<file path="config.mk">
export PLATFORM = sky130hd
export DESIGN_NAME = mem_arbiter
export DESIGN_NICKNAME = d
export VERILOG_FILES = /design/src/rtl/mem_arbiter.sv
export SDC_FILE = /design/constraint.sdc
export NUM_CORES = 1
export LEC_CHECK = 0
export CORE_MARGIN = 3
export CORE_UTILIZATION = 40
export CTS_CLUSTER_DIAMETER = 50
export DETAILED_ROUTE_END_ITERATION = 8
export PLACE_DENSITY = 0.84
export SYNTH_ARGS = -nofsm -noshare
export SYNTH_HDL_FRONTEND = slang
export SYNTH_SLANG_ARGS = --single-unit
</file>
<file path="constraint.sdc">
create_clock -name clk -period 2.5 [get_ports clk]
set_clock_uncertainty 0.2 [all_clocks]
set_input_delay 0.25 -clock clk [delete_from_list [all_inputs] [get_ports clk]]
set_output_delay 0.25 -clock clk [all_outputs]
set_load 0.05 [all_outputs]
</file>
<file path="src/rtl/mem_arbiter.sv">
// -----------------------------------------------------------------------------
// mem_arbiter
//   Arbitrates a single-ported physical memory between an instruction-fetch
//   requester (I side) and a load/store requester (D side). Exactly one
//   transaction is outstanding at any time. D normally wins a simultaneous
//   request, but after STARVE_LIMIT consecutive D grants that each left a
//   pending I request waiting, the I side is forced through.
//
// Ports
//   clk, rst        : clock, synchronous active-high reset
//   i_request       : fetch request (level, held until i_response)
//   i_address       : fetch address
//   i_rdata         : fetched word, registered, valid with i_response
//   i_response      : one-cycle completion pulse for the I side
//   d_request       : data request (level, held until d_response)
//   d_write         : 1 = store, 0 = load, sampled with d_request
//   d_address       : data address
//   d_wdata         : store data
//   d_rdata         : load data, registered, untouched by stores
//   d_response      : one-cycle completion pulse for the D side
//   pmem_address    : physical address, registered at grant
//   pmem_wdata      : physical write data, registered at grant
//   pmem_read       : physical read strobe, held until pmem_resp
//   pmem_write      : physical write strobe, held until pmem_resp
//   pmem_rdata      : physical read data, valid with pmem_resp
//   pmem_resp       : physical completion pulse
// -----------------------------------------------------------------------------
module mem_arbiter #(
    // Counter is 3 bits wide, so this must stay in 1..7.
    parameter int STARVE_LIMIT = 4
) (
    input  logic        clk,
    input  logic        rst,
    input  logic        i_request,
    input  logic [15:0] i_address,
    output logic [15:0] i_rdata,
    output logic        i_response,
    input  logic        d_request,
    input  logic        d_write,
    input  logic [15:0] d_address,
    input  logic [15:0] d_wdata,
    output logic [15:0] d_rdata,
    output logic        d_response,
    output logic [15:0] pmem_address,
    output logic [15:0] pmem_wdata,
    output logic        pmem_read,
    output logic        pmem_write,
    input  logic [15:0] pmem_rdata,
    input  logic        pmem_resp
);

    typedef enum logic [2:0] {
        IDLE,
        SERVE_I,
        SERVE_D,
        RESP_I,
        RESP_D
    } state_t;

    state_t     state;
    state_t     state_next;
    logic [2:0] starve_cnt;
    logic       d_write_q;   // store/load flag captured at the D grant
    logic       starved;
    logic       grant_i;
    logic       grant_d;

    assign starved = (starve_cnt == 3'(STARVE_LIMIT));

    // Next-state decode. Requests are only looked at in IDLE, so a requester
    // that drops its request mid-transaction still gets its response.
    // NOTE: every output of a combinational block gets a default first so no
    // path through the case leaves it unassigned, which would infer a latch.
    always_comb begin
        state_next = state;
        case (state)
            IDLE: begin
                if (i_request && d_request)
                    state_next = starved ? SERVE_I : SERVE_D;
                else if (d_request)
                    state_next = SERVE_D;
                else if (i_request)
                    state_next = SERVE_I;
            end
            SERVE_I: if (pmem_resp) state_next = RESP_I;
            SERVE_D: if (pmem_resp) state_next = RESP_D;
            RESP_I,
            RESP_D:  state_next = IDLE;
            default: state_next = IDLE;
        endcase
    end

    assign grant_i = (state == IDLE) && (state_next == SERVE_I);
    assign grant_d = (state == IDLE) && (state_next == SERVE_D);

    // Strobes and responses are a pure decode of the state register, so they
    // change only on clock edges and drop together with any reset-forced IDLE.
    always_comb begin
        pmem_read  = 1'b0;
        pmem_write = 1'b0;
        i_response = 1'b0;
        d_response = 1'b0;
        case (state)
            SERVE_I: pmem_read  = 1'b1;
            SERVE_D: begin
                pmem_read  = !d_write_q;
                pmem_write = d_write_q;
            end
            RESP_I:  i_response = 1'b1;
            RESP_D:  d_response = 1'b1;
            default: ;
        endcase
    end

    // NOTE: sequential state uses non-blocking assignments so every register
    // samples pre-edge values regardless of statement order.
    always_ff @(posedge clk) begin
        if (rst) begin
            state        <= IDLE;
            starve_cnt   <= 3'd0;
            d_write_q    <= 1'b0;
            pmem_address <= 16'h0000;
            pmem_wdata   <= 16'h0000;
            i_rdata      <= 16'h0000;
            d_rdata      <= 16'h0000;
        end else begin
            state <= state_next;

            if (grant_i) begin
                starve_cnt   <= 3'd0;
                pmem_address <= i_address;
            end

            if (grant_d) begin
                pmem_address <= d_address;
                pmem_wdata   <= d_wdata;
                d_write_q    <= d_write;
                // Only a D win over a waiting I counts as an I loss.
                if (i_request && !starved)
                    starve_cnt <= starve_cnt + 3'd1;
            end

            // Read data is captured on the completing edge only; a stray
            // pmem_resp in any other state is ignored.
            if (state == SERVE_I && pmem_resp)
                i_rdata <= pmem_rdata;
            if (state == SERVE_D && pmem_resp && !d_write_q)
                d_rdata <= pmem_rdata;
        end
    end

endmodule
</file>
==> impl_summary.md <==
Worst setup path
The launch point of the worst reg-to-reg path is starve_cnt[0]$_SDFF_PP0_. The sort of element at the start of the critical path is a register. The worst reg-to-reg setup slack is 0.21 ns. For the worst setup path, the data arrival time is 1.87 ns. The type of element capturing the critical path is a primary output. The required time of the critical path is 2.05 ns.

The path depth of the worst reg2reg path is 6. In this run the critical register-to-register path is captured at pmem_address[11]$_SDFFE_PP0P_. The path type of the worst setup path is register to primary output.

The maximum fanout along the worst path is 7.

Worst hold path
The worst hold path begins at rst. The endpoint of the worst hold path is d_rdata[15]$_SDFFE_PP0P_. The path class of the tightest hold or removal check is input pin to register. The number of cells traversed by the worst hold path is 2.

Job
The number of max-capacitance violations reported is 0.

Route
The first-pass iteration count of the detailed router is 4. After detailed routing, the number of vias per cell comes to 5.07. The residual DRC count is 0. The routed wire length per instance is 15.0 um. The number of nets with antenna violations after routing is 0. The final layout contains routed wiring with a total length of 8240 um.

Detailed routing inserted a total of 2786 vias. The first-iteration detailed-routing DRC count is 124.

Clock tree
The buffer levels on the longest clock path is 2. The H-tree was split into 3 levels. The number of clock buffers added by TritonCTS is 9. The clock transition at the registers of the reported paths is 0.08 ns. The root buffer cell chosen for the clock tree is sky130_fd_sc_hd__clkbuf_8.

The clock latency at the later pin of the worst-skew pair is 0.33 ns. After clock tree synthesis, the flow added hold-fix buffers numbering 0. The clock tree from TritonCTS is yes. The clock net in this run drives a total of 71 sinks.

Cells and area
The net count reported at finish is 540. Leaving out fill and tap cells, the most frequent cell in the layout is sky130_fd_sc_hd__clkdlybuf4s50_1. The ratio of cells with drive above 1 in the final layout is 8.25%. Leaving out fill and tap cells, the most frequent cells in the layout are sky130_fd_sc_hd__clkdlybuf4s50_1 (134), sky130_fd_sc_hd__nand2_1 (110), sky130_fd_sc_hd__dfxtp_1 (71). The number of antenna diodes in the final layout is 0. Relative to the synthesized area, the layout overhead comes to 62.8%. Measured on the finished design, the core utilization comes to 68.7%.

The count of cells in the finished layout, fillers not included, comes to 550.

Floorplanning
During I/O placement, the number of pins put on the boundary was 138. In this run the horizontal extent of the chip is 88.5 um. The floorplan has 29 rows.

In this run the standard cell core region covers 6460 sq um. The vertical extent of the die is 88.5 um. The effective utilization at floorplan is 42.2%. The floorplan die area is 7840 sq um.

Yosys
The post-synthesis average cell area is 8.06 sq um. The number of warnings issued by yosys is 0. The cell area that synthesis handed to floorplanning was 2730 sq um. The number of nets in the synthesized netlist is 410.

Sequential cells were found to cover 52.2% of the synthesized design area. After Yosys synthesis, full adders, half adders and majority gates account for 0.918% of the synthesized area. In the synthesized netlist, mux cells make up 0.367% of the area.

The number of synthesized register bits is 71. After Yosys synthesis, and, or, nand and nor cells account for 27.2% of the synthesized area. Counting every instance in the synthesized netlist gives 338. The synthesized-area fraction occupied by xor and xnor cells is 0%. Summing the areas of all compound-gate instances in the mapped netlist gives 15.1% of the synthesized area.

Synthesis instantiated 28 different standard cells from the library. After synthesis, the largest family of logic cells by area is simple AND/OR/NAND/NOR gates.

Timing
The maximum achievable frequency is 430 MHz. Setup repair after global routing left no endpoint under its margin. The clock period could shrink to 2.32 ns. The final hold slack is 0.207 ns. Setup slack closes at 0.176 ns. The number of hold violations in the final report is 0.

Setup violations remaining at the end of the flow were counted as 0. The slew at the pin with the worst max-slew slack is 1.06 ns. In the final timing run, aggregate negative setup slack is 0 ns. Measured against its own limit, the worst slew margin works out to 29.4%. The final count of pins violating max slew is 0. The final clock period utilization by the worst path is 93.0%.

Place
The detailed-placement wirelength estimate is 5850 um. During placement, the flow inserted port buffers numbering 137. Timing analysis after detailed placement gives a worst setup slack of 0.0738 ns. The global placement routability congestion is 0.757. Including well taps, the total number of placed cells is 534.

Global routing
The via count of the first global-routing pass is 2643. Entering global routing, the biggest net connects 46 pins. The overall overflow remaining after global route is 0. The combined global-route utilization of all metal layers is 21.2%. The initial antenna violation count is 0.

The first global-routing pass estimated 12800 um of wire.

Pwr
Of the total power, combinational logic draws 23.3%. The internal power component is 2.40 mW. The switching power is 951 uW. The fraction of power spent switching nets is 28.4%.

The worst ir drop on vdd is 433 uV. Sequential cells burn 37.3% of the power. The proportion of power drawn by the clock network is 39.4%. The cell leakage power is 1.60 nW. The power per unit of standard cell area is 755 nW/um^2.

Status
The run finished with clean final reports.
area by class of cell:
class	count	area (sq um)
flip-flops and latches	71	1420
inverters	3	11.3
clock buffers	10	138
multi-input cells	239	1190
fillers	516	2020
repair buffers	144	1430
clock inverters	6	155
well taps	77	96.3
cell families (layout without fill, tap and decap cells):
logic type / count (synthesis) / count (layout)
buffers and inverters: 28 / 163
multiplexers: 1 / 1
adder cells (fa/ha/maj): 2 / 2
AO/OA/AOI/OAI: 73 / 73
AND/OR/NAND/NOR: 163 / 163
flip-flops: 71 / 71
per-stage QoR:
stage	power, mW	area, sq um
after floorplan	1.74	2730
after global placement	2.04	4140
after detailed placement	2.05	4140
after CTS	3.38	4440
after global routing	3.48	4440
final	3.35	4440
worst max-delay path, stage by stage (launching register included):
cell,delay [ns]
sky130_fd_sc_hd__dfxtp_1,0.45
sky130_fd_sc_hd__inv_1,0.11
sky130_fd_sc_hd__nor3_1,0.14
sky130_fd_sc_hd__clkdlybuf4s50_1,0.84
cell usage after synthesis (all sizes together):
cell type	count	area [sq um]
clkbuf	19	71.3
a311oi	6	52.6
nand2b	3	18.8
o22ai	10	62.6
nor3	25	180
dfxtp	71	1420
nor4	1	6.26
buf	6	35.0
o21ai	1	5.00
a22oi	1	7.51
nand3b	1	7.51
nand2	110	413
a21oi	53	265
nand3	3	15.0
or3	1	6.26
or4b	1	10.0
a21bo	1	10.0
nor3b	1	7.51
inv	3	11.3
o21a	1	7.51
ha	2	25.0
nor2	13	48.8
nor2b	1	8.76
and3	2	12.5
or2	1	6.26
mux2i	1	10.0
sequential cells by signal, indices dropped and copies added (netlist names):
name / cells
pmem_wdata: 16
d_rdata: 16
state: 3
pmem_address: 16
i_rdata: 16
d_write_q: 1
starve_cnt: 3
layer usage:
| layer | vias up | track usage (%) | part of all wire, % |
|---|---|---|---|
| met2 | 83 | 36.6 | 52 |
| met5 | - | 0 | 0 |
| met1 | 1296 | 24.6 | 40 |
| met4 | 0 | 10.4 | 2.5 |
| met3 | 16 | 5.12 | 5.1 |
| li1 | 1391 | - | - |
worst max-delay path by stage:
stage / cells after the start / startpoint / to
finish: 3 / state[2]$_SDFF_PP0_ / d_response
global route: 6 / starve_cnt[0]$_SDFF_PP0_ / pmem_address[11]$_SDFFE_PP0P_
CTS: 3 / state[2]$_SDFF_PP0_ / d_response
detailed placement: 6 / i_request / pmem_address[14]$_SDFFE_PP0P_
global placement: 6 / i_request / pmem_address[1]$_SDFFE_PP0P_
floorplan: 2 / state[0]$_SDFF_PP0_ / pmem_write
power groups by stage:
stage | sequential [mW] | combinational [mW] | clock [mW]
final | 1.25 | 0.780 | 1.32
after global routing | 1.26 | 0.826 | 1.40
after CTS | 1.25 | 0.785 | 1.34
after detailed placement | 1.28 | 0.779 | 0
after global placement | 1.27 | 0.766 | 0
after floorplan | 1.51 | 0.230 | 0
repair_timing:
item                                    CTS  global route
buffers inserted                          0             0
gates resized for setup                   1             0
endpoints found under the setup margin    1             0
Power figures use the tool's default switching activity.
